===== src/rtl/gen_exp_mc.sv =====
// gen_exp_mc: multi-channel exponential generator, f_k(t) = alpha_k * delta_k^t.
// Unsigned Q(W-F).F values; one shared W x W multiplier is time-multiplexed
// across the channels, one slot per cycle, in a sweep started by i_tick.
module gen_exp_mc #(
  parameter int W  = 26,
  parameter int F  = 24,
  parameter int CH = 4,
  parameter int CW = 16
) (
  input  logic                                i_clk,
  input  logic                                i_rst,
  input  logic                                i_load,
  input  logic [((CH > 1) ? $clog2(CH) : 1)-1:0] i_load_ch,
  input  logic [W-1:0]                        i_alpha,
  input  logic [W-1:0]                        i_delta,
  input  logic [CW-1:0]                       i_steps,
  input  logic [W-1:0]                        i_floor,
  input  logic                                i_tick,
  output logic [CH*W-1:0]                     o_val,
  output logic [CH-1:0]                       o_active,
  output logic [CH-1:0]                       o_done,
  output logic                                o_busy,
  output logic                                o_upd,
  output logic                                o_ovr
);

  localparam int LCW = (CH > 1) ? $clog2(CH) : 1;
  localparam int RW  = 2*W - F + 1;   // width of the rounded product

  typedef enum logic {IDLE, RUN} state_t;

  // Round a full 2W-bit product half-up and drop F fractional bits.
  function automatic logic [RW-1:0] round_half_up(input logic [2*W-1:0] p);
    logic [2*W:0] sum;
    sum = {1'b0, p} + ((2*W+1)'(1) << (F-1));
    return sum[2*W:F];
  endfunction

  // Clamp the rounded product to the W-bit unsigned range.
  function automatic logic [W-1:0] saturate(input logic [RW-1:0] r);
    if (|r[RW-1:W]) return {W{1'b1}};
    return r[W-1:0];
  endfunction

  // Per-channel state
  logic [W-1:0]  val_q   [CH];
  logic [W-1:0]  delta_q [CH];
  logic [W-1:0]  floor_q [CH];
  logic [CW-1:0] steps_q [CH];
  logic [CH-1:0] active_q;
  logic [CH-1:0] done_q;

  // Sweep control
  state_t         state_q;
  logic [LCW-1:0] idx_q;
  logic           busy_q;
  logic           upd_q;
  logic           ovr_q;

  // Stage p0: shared multiplier and slot results for channel idx_q
  logic [2*W-1:0] prod_p0;
  logic [W-1:0]   val_new_p0;
  logic [CW-1:0]  steps_new_p0;
  logic           term_p0;
  logic           slot_en_p0;
  logic           load_ok;

  // Slot datapath: multiply, round, saturate, evaluate termination.
  always_comb begin
    prod_p0      = val_q[idx_q] * delta_q[idx_q];
    val_new_p0   = saturate(round_half_up(prod_p0));
    steps_new_p0 = (steps_q[idx_q] != '0) ? steps_q[idx_q] - CW'(1) : '0;
    term_p0      = ((steps_q[idx_q] == CW'(1))) ||
                   ((floor_q[idx_q] != '0) && (val_new_p0 <= floor_q[idx_q]));
    slot_en_p0   = (state_q == RUN) && active_q[idx_q];
    load_ok      = i_load && (int'(i_load_ch) < CH);
  end

  // Channel registers: slot update first, a load to the same channel overrides it.
  always_ff @(posedge i_clk) begin
    if (i_rst) begin
      for (int k = 0; k < CH; k++) begin
        val_q[k]   <= '0;
        delta_q[k] <= '0;
        floor_q[k] <= '0;
        steps_q[k] <= '0;
      end
      active_q <= '0;
      done_q   <= '0;
    end else begin
      if (slot_en_p0) begin
        val_q[idx_q]   <= val_new_p0;
        steps_q[idx_q] <= steps_new_p0;
        if (term_p0) begin
          active_q[idx_q] <= 1'b0;
          done_q[idx_q]   <= 1'b1;
        end
      end
      if (load_ok) begin
        val_q[i_load_ch]   <= i_alpha;
        delta_q[i_load_ch] <= i_delta;
        floor_q[i_load_ch] <= i_floor;
        steps_q[i_load_ch] <= i_steps;
        if ((i_floor != '0) && (i_alpha <= i_floor)) begin
          active_q[i_load_ch] <= 1'b0;
          done_q[i_load_ch]   <= 1'b1;
        end else begin
          active_q[i_load_ch] <= 1'b1;
          done_q[i_load_ch]   <= 1'b0;
        end
      end
    end
  end

  // Sweep FSM: walks idx over all channels, then strobes o_upd for one cycle.
  always_ff @(posedge i_clk) begin
    if (i_rst) begin
      state_q <= IDLE;
      idx_q   <= '0;
      busy_q  <= 1'b0;
      upd_q   <= 1'b0;
      ovr_q   <= 1'b0;
    end else begin
      upd_q <= 1'b0;
      case (state_q)
        IDLE: begin
          if (i_tick) begin
            state_q <= RUN;
            idx_q   <= '0;
            busy_q  <= 1'b1;
          end
        end
        RUN: begin
          if (i_tick) ovr_q <= 1'b1;
          if (idx_q == LCW'(CH-1)) begin
            state_q <= IDLE;
            idx_q   <= '0;
            busy_q  <= 1'b0;
            upd_q   <= 1'b1;
          end else begin
            idx_q <= idx_q + LCW'(1);
          end
        end
        default: begin
          state_q <= IDLE;
          idx_q   <= '0;
          busy_q  <= 1'b0;
        end
      endcase
    end
  end

  // Pack per-channel values onto the output bus.
  always_comb begin
    o_val = '0;
    for (int k = 0; k < CH; k++) o_val[k*W +: W] = val_q[k];
  end

  assign o_active = active_q;
  assign o_done   = done_q;
  assign o_busy   = busy_q;
  assign o_upd    = upd_q;
  assign o_ovr    = ovr_q;

endmodule


===== config.mk =====
export PLATFORM = sky130hd
export DESIGN_NAME = gen_exp_mc
export DESIGN_NICKNAME = d
export VERILOG_FILES = /design/src/rtl/gen_exp_mc.sv
export SDC_FILE = /design/constraint.sdc
export NUM_CORES = 2
export LEC_CHECK = 0
export ABC_AREA = 1
export BUFFER_PORTS_ARGS = -buffer_cell sky130_fd_sc_hd__buf_2
export CORE_MARGIN = 2
export CORE_UTILIZATION = 35
export CTS_CLUSTER_SIZE = 12
export DETAILED_ROUTE_END_ITERATION = 8
export GPL_TIMING_DRIVEN = 0
export PLACE_DENSITY = 0.57
export SETUP_SLACK_MARGIN = 0.4
export SKIP_LAST_GASP = 1
export SYNTH_ARGS = -nofsm -noshare
export SYNTH_HDL_FRONTEND = slang
export SYNTH_SLANG_ARGS = --single-unit

===== constraint.sdc =====
create_clock -name i_clk -period 11.1 [get_ports i_clk]
set_input_delay 2.22 -clock i_clk [delete_from_list [all_inputs] [get_ports i_clk]]
set_output_delay 2.22 -clock i_clk [all_outputs]
set_load 0.03 [all_outputs]

==> out/results.tsv <==
stage	metric	value	unit
die	placementRows	127	
min_path	hold_depth	2	
sta	finClkSkew	70.7	ps
place	gp_congestion	0.993	
setup_path	path_max_fanout	10	
global_route	overflow	0	
logic_synthesis	ys.flop_type	edfxtp_1	
global_route	track_usage	28.1	%
cts	cts_num_sinks	392	
cells_and_area	utilization	40.9	%
sta	finalHoldViolCount	0	
logic_synthesis	syn_area	0.0420	mm²
sta	finalCritPeriodShare	93.8	%
sta	fin_crit	10410	ps
setup_path	critPathLaunchType	flip-flop	
setup_path	arrival	10850	ps
global_route	grt_pass1_wl	249	mm
global_route	grt_pass1_vias	36601	
sta	worstMarginPinSlew	1290	ps
setup_path	cpMostUsedCell	nand2_1	
die	die_w	350	µm
cells_and_area	drive_gt1_share	12.4	%
place	port_buffers	213	
drt	vias_per_cell	5.33	
cts	ctsLongestPathBuffers	3	
die	dieHeight	350	µm
logic_synthesis	yosysSeqAreaShare	27.7	%
setup_path	r2r_cells	49	
die	initial_core_util	35.1	%
die	dieArea	0.123	mm²
die	core	0.119	mm²
drt	drt_wl_total	173	mm
setup_path	endpoint_kind	flip-flop	
global_route	grt_max_degree	53	
drt	drt_first_iter_violations	4084	
die	ioPinCount	215	
cells_and_area	area_growth_syn_to_layout	16.4	%
drt	drcViolationCount	0	
cts	clockRootBuffer	clkbuf_16	
logic_synthesis	synth-seq-cells	392	
cts	clock_latency	640	ps
drt	drt-wirelength-per-cell	25.2	µm
cts	clk_pin_slew	60	ps
logic_synthesis	avgSynthCellArea	8.65	µm²
sta	rsz0062_at_grt	no	
logic_synthesis	postSynthCellCount	4852	
drt	drtPass1Iterations	6	
run_status	status	complete, no violations	
cells_and_area	nets	6148	
min_path	hp-class	reg2reg	
drt	ant_nets	0	
logic_synthesis	yosysUniqueCellTypes	54	
global_route	antenna_found_initial	13	
logic_synthesis	synthArstFlopShare	0	%
logic_synthesis	syn_nets	5797	
logic_synthesis	synth_edf_count	376	
setup_path	cp.required	11540	ps
sta	whs	471	ps
cts	numCtsBuffers	42	
cells_and_area	num-fill-cells	12218	
flow_run	cap_viol_max_count	0	
place	hpwl	138	mm
cts	h-tree-depth	2	
setup_path	slowest_delay	600	ps
sta	setup_viol	0	
sta	drv_slew	0	
drt	vias	36530	
sta	slew_headroom	13.4	%
cts	tritoncts	done	
setup_path	criticalPathCategory	reg2reg	
logic_synthesis	ys_warn_count	0	
sta	tns	0	ps
sta	fmax	96.1	MHz
setup_path	crit_slowest_cell	fa_2	
-- cell usage after synthesis, drive strengths merged (2+ instances only) --
| library cell | count | area [µm²] |
|---|---|---|
| a32o | 35 | 350 |
| o31ai | 2 | 15.0 |
| xor2 | 27 | 236 |
| clkinv | 5 | 18.8 |
| xnor2 | 5 | 43.8 |
| a31oi | 9 | 56.3 |
| nor4 | 12 | 75.1 |
| nand2 | 1203 | 4630 |
| clkbuf | 137 | 514 |
| o21a | 7 | 52.6 |
| edfxtp | 376 | 11300 |
| ha | 270 | 3380 |
| o22a | 6 | 52.6 |
| o211a | 2 | 20.0 |
| o21ai | 83 | 415 |
| a21o | 10 | 75.1 |
| nor2 | 604 | 2300 |
| nand4 | 27 | 169 |
| buf | 69 | 363 |
| a21boi | 2 | 15.0 |
| a32oi | 51 | 507 |
| fa | 575 | 11500 |
| nand3 | 133 | 681 |
| o21bai | 10 | 75.1 |
| o2111ai | 2 | 17.5 |
| dfxtp | 16 | 320 |
| inv | 923 | 3470 |
| nor3 | 15 | 80.1 |
| a21oi | 176 | 881 |
| a211oi | 3 | 22.5 |
| o22ai | 49 | 307 |
| or2 | 2 | 12.5 |
-- state kept, by name (all words and copies together) (netlist names), named ones only --
signal,cells
delta_q,104
floor_q,104
idx_q,2
o_active,4
o_busy,1
o_done,4
o_ovr,1
o_upd,1
state_q,1
steps_q,64
val_q,104
-- critical path, delay by kind of cell, from the launching register on --
| family | cells | cell delay, ps |
|---|---|---|
| buffers and inverters | 15 | 2020 |
| AND/OR/NAND/NOR | 19 | 2220 |
| AO/OA/AOI/OAI | 6 | 1190 |
| adder cells (fa/ha/maj) | 9 | 4420 |
| flip-flops | 1 | 350 |
-- cells by family (layout without fill, tap and decap cells) --
logic type	Yosys count	count (layout)	share of synthesized area, %
compound gates	451	451	6.89
buf+inv	1134	1512	10.4
flops	392	392	27.7
fa+ha+maj	845	845	35.5
other cells	0	10	0
xor+xnor	32	32	0.667
simple gates	1998	1998	18.9
-- routing by layer --
layer	GRT usage (%)	part of all wire (%)
met1	36.5	38
met2	43.1	44
met3	6.10	11
met4	16.5	7.0
met5	0	0.038
-- layout make-up --
cell class                 instances  area (µm²)  area share (%)
inverter                         928        3530            7.22
clock buffer                      58        1140            2.33
buffer                           206        1310            2.67
clock inverter                    13         135           0.276
tap                             1612        2020            4.13
sequential                       392       11600            23.8
timing repair buffer             307        2220            4.55
multi-input combinational       3326       26900            55.0
antenna                           10        25.0          0.0512
-- through the flow --
stage	worst slack [ps]	instance area [µm²]	std cells
4_1_cts	419	48200	6812
2_1_floorplan	2020	42000	4852
3_3_place_gp	-1580	45100	6677
3_5_place_dp	-1370	45500	6699
6_report	694	48900	6852
5_1_grt	380	48900	6850
-- repair_timing --
item / 4_1_cts / 5_1_grt
setup buffers: 42 / 30
gates resized for setup: 224 / 129
endpoints found under the setup margin: 112 / 8
hold buffers: 0 / 0
pin swaps: 20 / 19
-- worst paths after layout --
path	from	to	slack [ps]
min reg2reg	o_ovr	o_ovr	470
min	o_ovr	o_ovr	470
max	flip-flop	o_done[1]	690
max reg2reg	flip-flop	o_done[1]	690
-- layout by cell type (no fill, tap or decap), types with 10 or more instances in the layout --
master / count
diode_2: 10
buf_2: 238
dfxtp_1: 15
o21ai_0: 70
nor2_1: 592
a21oi_1: 171
clkbuf_1: 85
a21o_1: 10
o22ai_1: 49
a32oi_2: 10
o21bai_1: 10
nand2_1: 1171
nor4_1: 10
edfxtp_1: 376
a32o_1: 35
nor3_1: 14
buf_6: 22
fa_1: 571
nand4_1: 27
ha_1: 266
nand2_4: 13
clkbuf_4: 14
buf_4: 68
inv_2: 25
nand3_1: 130
nand2_2: 19
nor2_2: 10
inv_1: 885
buf_8: 22
a32oi_4: 37
clkbuf_2: 41
o21ai_1: 13
clkbuf_16: 42
buf_12: 26
xor2_1: 27
Power is left out: the tool's default activity adds up to more than one toggle a clock period on the data nets, which glitch-free logic cannot reach.
